--- src/rtl/int_add_err_monitor_pkg.sv ---
// Shared definitions for the integer error monitors.
// Holds the run FSM encoding and the default adder pipeline latency.
package int_add_err_monitor_pkg;

  // Default clock edges from operand change to result update:
  // one input register plus one output register inside the adder.
  localparam int DEF_ADD_LATENCY = 2;

  typedef enum logic [1:0] {
    ST_IDLE,
    ST_RUN,
    ST_DRAIN,
    ST_DONE
  } mon_state_e;

endpackage

--- src/rtl/int_err_delay_line.sv ---
// Shift register carrying {valid, exact_sum} alongside the adder pipe.
// Ports: clk, clr (sync clear), in_valid/in_data, out_valid/out_data.
module int_err_delay_line #(
  parameter int DEPTH = 2,
  parameter int WIDTH = 32
) (
  input  logic             clk,
  input  logic             clr,
  input  logic             in_valid,
  input  logic [WIDTH-1:0] in_data,
  output logic             out_valid,
  output logic [WIDTH-1:0] out_data
);

  logic [DEPTH-1:0] vld;
  logic [WIDTH-1:0] dat [DEPTH];

  always_ff @(posedge clk) begin
    if (clr) begin
      vld <= '0;
      for (int i = 0; i < DEPTH; i++) begin
        dat[i] <= '0;
      end
    end else begin
      vld[0] <= in_valid;
      dat[0] <= in_data;
      for (int i = 1; i < DEPTH; i++) begin
        vld[i] <= vld[i-1];
        dat[i] <= dat[i-1];
      end
    end
  end

  assign out_valid = vld[DEPTH-1];
  assign out_data  = dat[DEPTH-1];

endmodule

--- src/rtl/int_add_err_monitor.sv ---
// Stimulus/check front-end for the truncated integer adder.
// Ports: clk, rst (sync, high), start/num_ops run control,
// in_valid/in_ready/in_a/in_b operand stream, add_a/add_b/add_c
// adder interface, res_valid/res_c/res_err per-op result,
// err_cnt/max_abs_err run stats, busy, done.
module int_add_err_monitor
  import int_add_err_monitor_pkg::*;
#(
  parameter int OP_BITWIDTH        = 32,
  parameter int DATA_PATH_BITWIDTH = 32,
  parameter int ADD_LATENCY        = DEF_ADD_LATENCY,
  parameter int CNT_WIDTH          = 16
) (
  input  logic                          clk,
  input  logic                          rst,
  input  logic                          start,
  input  logic [CNT_WIDTH-1:0]          num_ops,
  input  logic                          in_valid,
  output logic                          in_ready,
  input  logic [DATA_PATH_BITWIDTH-1:0] in_a,
  input  logic [DATA_PATH_BITWIDTH-1:0] in_b,
  output logic [DATA_PATH_BITWIDTH-1:0] add_a,
  output logic [DATA_PATH_BITWIDTH-1:0] add_b,
  input  logic [DATA_PATH_BITWIDTH-1:0] add_c,
  output logic                          res_valid,
  output logic [DATA_PATH_BITWIDTH-1:0] res_c,
  output logic [DATA_PATH_BITWIDTH:0]   res_err,
  output logic [CNT_WIDTH-1:0]          err_cnt,
  output logic [DATA_PATH_BITWIDTH-1:0] max_abs_err,
  output logic                          busy,
  output logic                          done
);

  localparam int DW = DATA_PATH_BITWIDTH;

  if (OP_BITWIDTH < 1 || OP_BITWIDTH > DW) begin : g_bad_op
    $error("OP_BITWIDTH must be in 1..DATA_PATH_BITWIDTH");
  end

  mon_state_e state, state_nx;

  logic [CNT_WIDTH-1:0] target;
  logic [CNT_WIDTH-1:0] issued;
  logic [CNT_WIDTH-1:0] issued_inc;
  logic [CNT_WIDTH-1:0] retired;

  logic          accept;
  logic          start_run;
  logic [DW-1:0] exact_in;

  logic          dl_valid;
  logic [DW-1:0] dl_sum;

  // One extra stage: the tag leaves the delay line on the same edge
  // the adder output settles, so it is held here for the capture edge.
  logic          cap_valid;
  logic [DW-1:0] cap_sum;

  logic [DW:0]   err_nx;
  logic          err_neg;
  logic [DW-1:0] abs_nx;

  assign accept     = in_valid & in_ready;
  assign start_run  = (state == ST_IDLE) & start;
  assign issued_inc = issued + 1'b1;
  assign exact_in   = in_a + in_b;

  int_err_delay_line #(
    .DEPTH (ADD_LATENCY),
    .WIDTH (DW)
  ) u_dly (
    .clk       (clk),
    .clr       (rst),
    .in_valid  (accept),
    .in_data   (exact_in),
    .out_valid (dl_valid),
    .out_data  (dl_sum)
  );

  // Both sums are already modulo 2^DW; the difference is taken
  // one bit wider so its sign survives.
  assign err_nx  = {1'b0, cap_sum} - {1'b0, add_c};
  assign err_neg = add_c > cap_sum;
  assign abs_nx  = err_neg ? (add_c - cap_sum)
                           : (cap_sum - add_c);

  always_comb begin
    state_nx = state;
    in_ready = 1'b0;
    busy     = 1'b0;
    done     = 1'b0;
    unique case (state)
      ST_IDLE: begin
        if (start) begin
          if (num_ops == '0) state_nx = ST_DONE;
          else               state_nx = ST_RUN;
        end
      end
      ST_RUN: begin
        in_ready = 1'b1;
        busy     = 1'b1;
        if (accept && issued_inc == target) begin
          state_nx = ST_DRAIN;
        end
      end
      ST_DRAIN: begin
        busy = 1'b1;
        if (retired == target) state_nx = ST_DONE;
      end
      ST_DONE: begin
        done     = 1'b1;
        state_nx = ST_IDLE;
      end
      default: state_nx = ST_IDLE;
    endcase
  end

  always_ff @(posedge clk) begin
    if (rst) begin
      state       <= ST_IDLE;
      target      <= '0;
      issued      <= '0;
      retired     <= '0;
      add_a       <= '0;
      add_b       <= '0;
      cap_valid   <= 1'b0;
      cap_sum     <= '0;
      res_valid   <= 1'b0;
      res_c       <= '0;
      res_err     <= '0;
      err_cnt     <= '0;
      max_abs_err <= '0;
    end else begin
      state     <= state_nx;
      cap_valid <= dl_valid;
      cap_sum   <= dl_sum;
      res_valid <= cap_valid;

      if (start_run) begin
        target      <= num_ops;
        issued      <= '0;
        retired     <= '0;
        err_cnt     <= '0;
        max_abs_err <= '0;
      end

      if (accept) begin
        add_a  <= in_a;
        add_b  <= in_b;
        issued <= issued_inc;
      end

      if (cap_valid) begin
        res_c   <= add_c;
        res_err <= err_nx;
        retired <= retired + 1'b1;
        if (err_nx != '0 && err_cnt != '1) begin
          err_cnt <= err_cnt + 1'b1;
        end
        if (abs_nx > max_abs_err) begin
          max_abs_err <= abs_nx;
        end
      end
    end
  end

endmodule
--- config.mk ---
export PLATFORM = sky130hd
export DESIGN_NAME = int_add_err_monitor
export DESIGN_NICKNAME = d
export VERILOG_FILES = /design/src/rtl/int_add_err_monitor_pkg.sv /design/src/rtl/int_err_delay_line.sv /design/src/rtl/int_add_err_monitor.sv
export SDC_FILE = /design/constraint.sdc
export NUM_CORES = 1
export LEC_CHECK = 0
export ABC_AREA = 1
export CORE_MARGIN = 4
export CORE_UTILIZATION = 46
export DETAILED_ROUTE_END_ITERATION = 6
export PLACE_DENSITY = 0.74
export SETUP_SLACK_MARGIN = 0.02
export SYNTH_ARGS = -nofsm -noshare
export SYNTH_HDL_FRONTEND = slang
export SYNTH_SLANG_ARGS = --single-unit
--- constraint.sdc ---
create_clock -name clk -period 4.7 [get_ports clk]
set_clock_uncertainty 0.15 [all_clocks]
set_input_delay 0.94 -clock clk [delete_from_list [all_inputs] [get_ports clk]]
set_output_delay 0.94 -clock clk [all_outputs]
set_load 0.02 [all_outputs]
==> results by group <==
Route
  – Antenna Nets Post-Route: 0
  – Routed WL: 69600 um
  – Vias/cell: 5.17
  – Routed len/inst: 17.0 um
  – Vias: 21.2k
  – Drt drc: 0
  – DR pass1 iterations: 6
  – Initial DRC count: 1609

Global route
  – Vias in the first global route: 20.7k
  – Global-route wire length before repair: 107000 um
  – Largest net degree at the start of global routing: 91
  – Overflow after GRT: 0
  – Tot GR Track Use: 29.3%
  – Initial antenna violation count: 6

Layout
  – Post-Layout Inst Area: 27900 um^2
  – Core Util, Final: 67.8%
  – Most frequent cells in the layout: nand2_1, inv_1, nor2_1, buf_4, dfxtp_1
  – Area Growth Syn to Fin: 44.0%
  – Fraction of layout cells with a size suffix above 1: 19.6%
  – Most common cell after layout, fill and taps aside: nand2_1
  – Non-Filler Instances: 4088
  – Final net count: 3780

Clocking
  – H-tree Lvls: 2
  – Root Buffer: clkbuf_16
  – Total clock sinks: 327
  – Clock buffer depth: 3
  – Num CTS Buffers: 37
  – Post-CTS Hold Fix Bufs: 0
  – Clk Latency, worst-skew pair: 0.57 ns
  – CTS tree: done
  – CTS clock-pin slew for the worst setup and hold paths: 0.06 ns

Synthesis
  – Primary FF master, synth: dfxtp_1
  – Netlist cell types: 54
  – Async SR Flop Fraction: 0%
  – Synth Warn #: 0
  – Synth Area per Inst: 6.65 um^2
  – Post-Syn Area: 19400 um^2
  – Seq/Total Area, Yosys: 33.8%
  – Cells after Synth: 2916
  – EDFF count, synth: 0
  – Yosys reg bits: 327
  – Syn Nets: 3170

Power
  – NetSw: 0.00322 W
  – Leak: 12.8 nW
  – Combinational Power Share: 33.0%
  – Sw frac: 33.5%
  – Clock Power Share: 33.7%
  – Reg power frac: 33.3%
  – P_int: 0.00639 W
  – Cell Pwr Density: 344 nW/um^2
  – Peak VDD IR: 0.000362 V

Worst setup path
  – Setup Crit Path Kind: in2reg
  – Most frequent CP cell: buf_4
  – Crit-path max FO: 7
  – Critical path capture point type: register
  – Worst endpoint required time: 4.96 ns
  – Reg2Reg Launch Point: cap_sum[18]
  – Worst R2R Path Depth: 24
  – Data arrival, critical path: 4.86 ns
  – Worst reg2reg endpoint: max_abs_err[6]
  – Worst path max stage delay: 0.33 ns
  – Slowest-stage cell, CP: ha_1
  – Crit start category: input pin
  – Reg2Reg Setup Slack: 0.44 ns

STA
  – Hold_ws: 0.244 ns
  – Fin crit share: 97.7%
  – Fin. Hold Viols: 0
  – Rel. slew slack: 36.6%
  – Final Setup Violations: 0
  – Slew Limit Fails: 0
  – Min cycle time layout: 4.59 ns
  – Final worst slack: 0.106 ns
  – Fmax: 0.218 GHz
  – Slew @ Worst Pin: 0.949 ns

Floorplan
  – DIE WIDTH: 213 um
  – Initial Util: 47.1%
  – Die Ht: 213 um
  – Core area: 41200 um^2
  – Placement Rows: 74
  – Ports: 297
  – Die ar.: 45500 um^2

Run status
  – Status: finished, final reports clean

Worst hold path
  – Hold wc startpoint: u_dly.dat[0][3]
  – Hold Path Sink: u_dly.dat[1][3]
  – Worst Hold Depth: 2
  – HP Class: reg2reg

Placed design
  – Post-Place Setup Slack: -0.888 ns
  – Port-buffer cells: 296
  – Cells after DPL: 3981
  – Routability cong.: 0.991
  – Post-DP Area: 25200 um^2
  – Detail Placement HPWL: 53500 um

Job
  – Max Cap Viol: 0
## timing repair
action | in CTS | in global routing
pin swaps | 17 | 56
gates resized for setup | 57 | 227
setup buffers | 24 | 9
setup endpoints to repair | 32 | 32
gates cloned | 1 | 4
## power groups by stage
stage / Clock, W / Sequential, W / Combinational [W]
after global routing: 0.00341 / 0.00323 / 0.00346
after floorplan: 0 / 0.00339 / 0.00141
after global placement: 0 / 0.00324 / 0.00284
after detailed placement: 0 / 0.00326 / 0.00289
final: 0.00324 / 0.00320 / 0.00317
after CTS: 0.00331 / 0.00320 / 0.00299
## cells in the mapped netlist (all sizes together) (2+ instances only)
cell	n	area [um^2]
o21ai	272	1360
nor3	20	115
a21oi	241	1230
o21bai	13	97.6
o22ai	5	31.3
nand3b	5	37.5
dfxtp	327	6550
or2	5	31.3
o21a	17	128
a31oi	8	50.1
nor3b	2	15.0
o211ai	15	113
buf	24	118
o31ai	3	22.5
ha	135	1690
a32o	2	20.0
inv	463	1740
nand4	44	275
a21o	3	22.5
nand3	113	583
clkinv	2	7.51
fa	3	60.1
nor4	14	87.6
a211oi	5	37.5
xnor2	12	105
a21boi	2	15.0
a221oi	7	61.3
nand2	563	2140
xor2	63	559
nor2	441	1720
clkbuf	78	295
o2111ai	2	17.5
## registers in the layout, indices dropped and copies added, names as in the netlist, 2 cells and up
name,cells
add_a,32
add_b,32
cap_sum,32
err_cnt,16
issued,16
max_abs_err,32
res_c,32
res_err,33
retired,16
state,2
target,16
u_dly.dat,64
u_dly.vld,2
## kinds of logic after synthesis
group,count (synthesis),share of synthesized area (%)
xor+xnor,75,3.43
buf+inv,567,11.1
compound gates,601,16.8
simple gates,1208,25.8
fa+ha+maj,138,9.02
flops,327,33.8
## final cells by class
cell class | instances | area, um^2
clock inverter | 20 | 310
fill | 3464 | 13300
timing repair buffer | 673 | 5980
multi-input combinational | 2022 | 11600
clock buffer | 47 | 1070
sequential | 327 | 6550
antenna | 2 | 5.00
tap | 532 | 666
inverter | 465 | 1760
## worst max-delay path: cells and delay by family
kind                       cells  cell delay, ns
buffers and inverters         11            1.42
and+or+nand+nor                7            0.65
AOI/OAI and AO/OA              9            1.23
adders and majority gates      2            0.61
## per-layer routing
metal  global-route usage (%)  routed length [um]
met3                     4.31                3960
met2                     51.7               33700
met4                     11.8                3130
met5                        0                  11
met1                     35.8               28800
## per-stage QoR
| step | TNS [ns] | power, W |
|---|---|---|
| 2_1_floorplan | 0 | 0.00481 |
| 3_3_place_gp | -22.82 | 0.00608 |
| 3_5_place_dp | -26.33 | 0.00615 |
| 4_1_cts | 0 | 0.00950 |
| 5_1_grt | -0.607 | 0.0101 |
| 6_report | 0 | 0.00961 |
## worst max path at each step
stage          startpoint         endpoint  cells after the start
3_5_place_dp     add_c[0]  max_abs_err[29]                     31
2_1_floorplan    add_c[0]  max_abs_err[29]                     33
6_report         add_c[4]   max_abs_err[6]                     29
5_1_grt          add_c[4]   max_abs_err[6]                     29
3_3_place_gp     add_c[2]  max_abs_err[30]                     28
4_1_cts          add_c[0]   max_abs_err[7]                     29
(Power assumes the default switching activity.)
